### config.mk
export PLATFORM = sky130hd
export DESIGN_NAME = muldiv_unit
export DESIGN_NICKNAME = d
export VERILOG_FILES = /design/src/rtl/muldiv_pkg.sv /design/src/rtl/muldiv_unit.sv
export SDC_FILE = /design/constraint.sdc
export NUM_CORES = 1
export LEC_CHECK = 0
export BUFFER_PORTS_ARGS = -buffer_cell sky130_fd_sc_hd__buf_2
export CAP_MARGIN = 30
export CELL_PAD_IN_SITES_DETAIL_PLACEMENT = 1
export CELL_PAD_IN_SITES_GLOBAL_PLACEMENT = 1
export CORE_MARGIN = 2
export CORE_UTILIZATION = 35
export DETAILED_ROUTE_END_ITERATION = 6
export PLACE_DENSITY_LB_ADDON = 0.08
export SYNTH_ARGS = -nofsm -noshare
export SYNTH_HDL_FRONTEND = slang
export SYNTH_SLANG_ARGS = --single-unit
### constraint.sdc
create_clock -name clk -period 5.7 [get_ports clk]
set_clock_uncertainty 0.05 [all_clocks]
set_input_delay 0.285 -clock clk [delete_from_list [all_inputs] [get_ports clk]]
set_output_delay 0.285 -clock clk [all_outputs]
set_load 0.02 [all_outputs]
### src/rtl/muldiv_pkg.sv
`default_nettype none
// ============================================================================
// Module      : muldiv_pkg
// Description : Shared operation and FSM-state encodings for the iterative
//               multiply/divide unit, plus small decode helpers.
// Revision    : 1.0 - initial release
// ============================================================================
package muldiv_pkg;

   // Operation select as presented on the op port
   typedef enum logic [1:0] {
      OP_MULTU = 2'b00,
      OP_MULT  = 2'b01,
      OP_DIVU  = 2'b10,
      OP_DIV   = 2'b11
   } op_e;

   // Control FSM states
   typedef enum logic [1:0] {
      ST_IDLE = 2'b00,
      ST_RUN  = 2'b01,
      ST_DONE = 2'b10
   } state_e;

   // Signed variants work on magnitudes and fix the sign at the end
   function automatic logic op_is_signed(input op_e o);
      return (o == OP_MULT) || (o == OP_DIV);
   endfunction

   function automatic logic op_is_div(input op_e o);
      return (o == OP_DIVU) || (o == OP_DIV);
   endfunction

endpackage
`default_nettype wire

### src/rtl/muldiv_unit.sv
`default_nettype none
// ============================================================================
// Module      : muldiv_unit
// Description : Iterative HI/LO multiply/divide unit. One shift-add (multiply)
//               or restoring shift-subtract (divide) step per RUN cycle on
//               operand magnitudes, sign fix-up on the final step. HI/LO can
//               be written directly while the unit is not running.
//               Optional divide datapath: define MULDIV_DIV_EN.
// Revision    : 1.0 - initial release
// ============================================================================
module muldiv_unit
   import muldiv_pkg::*;
#(
   parameter int WIDTH = 32
) (
   input  logic             clk,
   input  logic             rst,
   input  logic             start,
   input  logic [1:0]       op,
   input  logic [WIDTH-1:0] a,
   input  logic [WIDTH-1:0] b,
   input  logic             flush,
   input  logic             we_hi,
   input  logic             we_lo,
   input  logic [WIDTH-1:0] wd,
   output logic             busy,
   output logic             done,
   output logic [WIDTH-1:0] hi,
   output logic [WIDTH-1:0] lo
);

   localparam int               c_cnt_w    = $clog2(WIDTH);
   localparam logic [c_cnt_w-1:0] c_cnt_init = c_cnt_w'(WIDTH - 1);

   state_e               r_state;
   state_e               w_state_nxt;
   logic [c_cnt_w-1:0]   r_cnt;
   logic [WIDTH-1:0]     r_acc;      // upper product half / partial remainder
   logic [WIDTH-1:0]     r_q;        // multiplier shifting out / quotient shifting in
   logic [WIDTH-1:0]     r_b;        // multiplicand / divisor magnitude
   logic                 r_neg_q;    // negate product (mult) or quotient (div)
   logic [WIDTH-1:0]     r_hi;
   logic [WIDTH-1:0]     r_lo;

   op_e                  w_op;
   logic                 w_op_ok;
   logic                 w_sgn;
   logic                 w_start_ok;
   logic                 w_finish;
   logic [WIDTH-1:0]     w_a_mag;
   logic [WIDTH-1:0]     w_b_mag;
   logic [WIDTH:0]       w_sum;
   logic [WIDTH-1:0]     w_acc_nxt;
   logic [WIDTH-1:0]     w_q_nxt;
   logic [2*WIDTH-1:0]   w_prod;
   logic [2*WIDTH-1:0]   w_prod_fix;
   logic [WIDTH-1:0]     w_res_hi;
   logic [WIDTH-1:0]     w_res_lo;

`ifdef MULDIV_DIV_EN
   logic                 r_is_div;
   logic                 r_neg_r;    // remainder takes the dividend sign
   logic                 r_div0;
   logic [WIDTH-1:0]     r_a;        // original dividend, returned on divide by zero
   logic [WIDTH:0]       w_shift;
   logic [WIDTH:0]       w_trial;
`endif

   assign w_op  = op_e'(op);
   assign w_sgn = op_is_signed(w_op);

`ifdef MULDIV_DIV_EN
   assign w_op_ok = 1'b1;
`else
   // Divide requests are dropped entirely when the divider is not built
   assign w_op_ok = !op_is_div(w_op);
`endif

   // flush beats start; start is only honoured outside RUN
   assign w_start_ok = start && !flush && (r_state != ST_RUN) && w_op_ok;
   assign w_finish   = (r_state == ST_RUN) && (r_cnt == '0) && !flush;

   assign w_a_mag = (w_sgn && a[WIDTH-1]) ? -a : a;
   assign w_b_mag = (w_sgn && b[WIDTH-1]) ? -b : b;

   assign hi = r_hi;
   assign lo = r_lo;

   // State register
   always_ff @(posedge clk or posedge rst) begin
      if (rst) begin
         r_state <= ST_IDLE;
      end else begin
         r_state <= w_state_nxt;
      end
   end

   // Next-state and status outputs
   always_comb begin
      w_state_nxt = r_state;
      busy        = 1'b0;
      done        = 1'b0;
      case (r_state)
         ST_IDLE: begin
            if (w_start_ok) w_state_nxt = ST_RUN;
         end
         ST_RUN: begin
            busy = 1'b1;
            if (flush)              w_state_nxt = ST_IDLE;
            else if (r_cnt == '0)   w_state_nxt = ST_DONE;
         end
         ST_DONE: begin
            done        = 1'b1;
            w_state_nxt = w_start_ok ? ST_RUN : ST_IDLE;
         end
         default: w_state_nxt = ST_IDLE;
      endcase
   end

   // One shift-add or restoring shift-subtract step on the shared registers
   always_comb begin
      w_sum     = {1'b0, r_acc} + (r_q[0] ? {1'b0, r_b} : '0);
      w_acc_nxt = w_sum[WIDTH:1];
      w_q_nxt   = {w_sum[0], r_q[WIDTH-1:1]};
`ifdef MULDIV_DIV_EN
      w_shift   = {r_acc, r_q[WIDTH-1]};
      w_trial   = w_shift - {1'b0, r_b};
      if (r_is_div) begin
         if (!w_trial[WIDTH]) begin
            w_acc_nxt = w_trial[WIDTH-1:0];
            w_q_nxt   = {r_q[WIDTH-2:0], 1'b1};
         end else begin
            w_acc_nxt = w_shift[WIDTH-1:0];
            w_q_nxt   = {r_q[WIDTH-2:0], 1'b0};
         end
      end
`endif
   end

   // Sign fix-up and result placement for the final step
   always_comb begin
      w_prod     = {w_acc_nxt, w_q_nxt};
      w_prod_fix = r_neg_q ? -w_prod : w_prod;
      w_res_hi   = w_prod_fix[2*WIDTH-1:WIDTH];
      w_res_lo   = w_prod_fix[WIDTH-1:0];
`ifdef MULDIV_DIV_EN
      if (r_is_div) begin
         if (r_div0) begin
            w_res_lo = '1;
            w_res_hi = r_a;
         end else begin
            w_res_lo = r_neg_q ? -w_q_nxt : w_q_nxt;
            w_res_hi = r_neg_r ? -w_acc_nxt : w_acc_nxt;
         end
      end
`endif
   end

   // Operand capture on start, then iterate and count down while running
   always_ff @(posedge clk or posedge rst) begin
      if (rst) begin
         r_cnt   <= '0;
         r_acc   <= '0;
         r_q     <= '0;
         r_b     <= '0;
         r_neg_q <= 1'b0;
      end else if (w_start_ok) begin
         r_cnt   <= c_cnt_init;
         r_acc   <= '0;
         r_q     <= w_a_mag;
         r_b     <= w_b_mag;
         r_neg_q <= w_sgn && (a[WIDTH-1] ^ b[WIDTH-1]);
      end else if (r_state == ST_RUN) begin
         r_acc <= w_acc_nxt;
         r_q   <= w_q_nxt;
         if (r_cnt != '0) r_cnt <= r_cnt - 1'b1;
      end
   end

`ifdef MULDIV_DIV_EN
   // Divide-only operand attributes captured with the operands
   always_ff @(posedge clk or posedge rst) begin
      if (rst) begin
         r_is_div <= 1'b0;
         r_neg_r  <= 1'b0;
         r_div0   <= 1'b0;
         r_a      <= '0;
      end else if (w_start_ok) begin
         r_is_div <= op_is_div(w_op);
         r_neg_r  <= w_sgn && a[WIDTH-1];
         r_div0   <= (b == '0);
         r_a      <= a;
      end
   end
`endif

   // HI/LO: result on DONE entry, direct writes outside RUN take priority
   always_ff @(posedge clk or posedge rst) begin
      if (rst) begin
         r_hi <= '0;
         r_lo <= '0;
      end else begin
         if (w_finish) begin
            r_hi <= w_res_hi;
            r_lo <= w_res_lo;
         end
         if (r_state != ST_RUN) begin
            if (we_hi) r_hi <= wd;
            if (we_lo) r_lo <= wd;
         end
      end
   end

endmodule
`default_nettype wire

==> out/metrics.csv <==
metric,value,unit
fmax,203.3,MHz
post-route antenna net violation count,0,
H-Tree Depth,4,
die width,186.9,µm
Cells after Synth,1485,
"CP delay by family, top",simple AND/OR/NAND/NOR gates,
CTS Sinks,168,
CP endpoint kind,register,
power share of the combinational group,43.1,%
Worst Hold Class,input pin to register,
CP max FO,33,
Yosys cell types,68,
worst min-delay path startpoint,wd[14],
Fin Hold WS,0.01985,ns
Area Overhead vs Synth,16.31,%
Ports,170,
"Slowest-stage cell, CP",or4b_2,
Psw,2.366,mW
Reg area,4204,µm²
Most used DFF post-synth,dfrtp_1,
#FFs+latches synth,168,
worst path buffer plus inverter count,0,
GPL Wtd Cong,0.8792,
CP arrival,5.18,ns
Setup Buffers After CTS,0,
PortBufs,169,
Post-Syn Nets,1627,
vias in the first global route,11170,
core footprint,32780,µm²
mapped cell area,11710,µm²
CTS Buffer Depth,2,
Post-synth ARST share,100.0,%
area of the die,34940,µm²
largest net degree at the start of global routing,98,
"most common cell after layout, fill and taps aside",nand2_1,
internal power,3.031,mW
min Tclk post-route,4.918,ns
drt wl/cell,19.66,µm
Cell Pwr Density,396.1,nW/µm²
Clock Pin Slew Worst Setup and Hold Paths,0.07,ns
# DRC,0,
RSZ-0062 raised after global routing,no,
synthesized area per cell,7.887,µm²
std cell rows,66,
total gr overflow,0,
WS Path Type,register to register,
max incr delay on CP,0.72,ns
first-pass GRT wire length,64.42,mm
clock buffer count from CTS,17,
CP Cell Sequence,and2_1 > ha_1 > fa_1 > and3_1 > o2111a_1 > o21bai_1 > nor3b_1 > o211ai_1 > or4b_2 > nand4b_1 > or3_1 > o31ai_1 > xor2_1 > a21oi_1,
# nets final,1753,
CP Launch Point,r_q[0]$_DFFE_PP0P_,
Clk pwr share,23.1,%
footprint of the multi-input gates,7119,µm²
slew margin rel.,35.03,%
Slew Limit Fails,0,
drt pass-1 iters,5,
max_cap viols,0,
worst skew pair latency,0.45,ns
Lkg Pwr,6.074,nW
Least-Margin Pin Slew,0.9746,ns
CP Launch Type,register,
total negative slack,0,ns
status,finished clean,
total global-route track usage,23.41,%
DRT iter0 DRCs,575,
sequential fraction of the synthesis area,35.89,%
Syn. warnings,0,
initial antenna violation count,0,
setup violators final,0,
Final Cycle Share,86.29,%
worst vdd ir,0.0002294,V
Die H,186.9,µm
detailed placement HPWL,31.36,mm
Switching Fraction,43.84,%
CTS tree,done,
Seq pwr share,33.8,%
R2R Path Start,r_q[0]$_DFFE_PP0P_,
# fillers,4058,
share of post-route cells with drive strength above 1,14.90,%
Detailed Route WL,40.64,mm
CTS root buffer,clkbuf_16,
final hold violations,0,
via-per-instance ratio,5.423,
most frequent cells in the layout,"nand2_1, o21ai_0, buf_2",
number of enable flip-flop cells after synthesis,0,
Initial Util,35.73,%
via count,11210,
"Req. time, crit path",5.96,ns
stage by stage:
step	worst slack [ns]	total power [mW]	cell area, µm²	std cells	util [%]
after floorplan	0.8183	3.292	11710	1485	-
final	0.7815	5.396	13620	2067	41.55
after CTS	0.7748	5.425	13600	2065	41.49
after global routing	0.4012	5.763	13620	2066	41.55
after global placement	0.9224	4.118	12940	2029	39.49
after detailed placement	0.8010	4.162	12940	2029	39.49
worst reg2reg max path, stage by stage (launching register included):
cell and delay [ns]:
dfrtp_1 0.67, and2_1 0.29, ha_1 0.21, fa_1 0.42
and3_1 0.18, o2111a_1 0.31, o21bai_1 0.24, nor3b_1 0.32
o211ai_1 0.19, or4b_2 0.72, nand4b_1 0.27, or3_1 0.39
o31ai_1 0.26, xor2_1 0.17, a21oi_1 0.08
sequential cells by signal (all words and copies together) (netlist names):
signal and flops:
hi 32, lo 32, r_acc 32, r_b 32, r_cnt 5, r_neg_q 1
r_q 32, r_state 2
final timing paths:
path	to	slack, ns	cells after the start
worst max-delay path	hi[29]$_DFF_PP0_	0.78	14
worst min-delay path	lo[14]$_DFF_PP0_	0.02	3
worst max register to register	hi[29]$_DFF_PP0_	0.78	14
worst min register to register	r_b[29]$_DFFE_PP0P_	0.43	2
max in group asynchronous	lo[4]$_DFF_PP0_	3.95	4
min in group asynchronous	r_acc[28]$_DFFE_PP0P_	0.41	3
routing by layer:
metal | part of all wire, % | GRT usage (%)
met5 | 0 | 0
met4 | 1.0 | 4.487
met3 | 3.3 | 3.452
met2 | 44 | 35.76
met1 | 52 | 35.10
final cells by class:
class	count	share of cell area (%)
clock buffers	22	3.554
inverters	24	0.6980
clock inverters	10	0.9644
repair buffers	191	7.586
multi-input cells	1209	52.26
well taps	442	4.060
flip-flops and latches	168	30.86
diodes	1	0.01837
power by group through the flow:
stage	registers [mW]	clock network [mW]	logic, mW
after floorplan	1.77	0	1.52
after global placement	1.83	0	2.28
after detailed placement	1.84	0	2.32
after CTS	1.82	1.27	2.33
after global routing	1.87	1.32	2.57
final	1.82	1.25	2.33
cell usage after synthesis (all sizes together), types with 5 or more instances:
library cell / count / area [µm²]
nand2: 254 / 953.4
o21ai: 178 / 890.9
dfrtp: 168 / 4204
nor2: 130 / 488.0
a21oi: 108 / 540.5
xor2: 94 / 823.3
clkbuf: 74 / 277.8
xnor2: 49 / 429.2
nand3: 46 / 230.2
and2: 40 / 250.2
ha: 37 / 462.9
a31oi: 33 / 206.5
inv: 24 / 90.09
o31ai: 24 / 180.2
nor3: 23 / 120.1
a21o: 15 / 112.6
and3: 15 / 93.84
nor4: 15 / 93.84
or3: 15 / 108.9
or4: 15 / 123.9
buf: 10 / 42.54
nand4: 10 / 62.56
o41ai: 10 / 87.58
nand2b: 9 / 56.30
o21a: 8 / 60.06
a211oi: 7 / 57.55
mux2i: 6 / 60.06
a211o: 5 / 43.79
nor3b: 5 / 37.54
o211ai: 5 / 37.54
kinds of logic (layout without fill, tap and decap cells):
| family | count (synthesis) | in the layout | share of synthesized area (%) |
|---|---|---|---|
| AND/OR/NAND/NOR | 596 | 596 | 23.85 |
| flip-flops | 168 | 168 | 35.89 |
| multiplexers | 6 | 6 | 0.5128 |
| AO/OA/AOI/OAI | 426 | 426 | 21.42 |
| adder cells (fa/ha/maj) | 38 | 38 | 4.123 |
| other | 0 | 1 | 0 |
| buffers and inverters | 108 | 247 | 3.504 |
| XOR/XNOR | 143 | 143 | 10.69 |
what timing repair did:
item,CTS,global route
gates resized for setup,0,0
hold buffers,4,0
hold endpoints to repair,60,0
No activity file was read; power rests on OpenSTA's default activity.
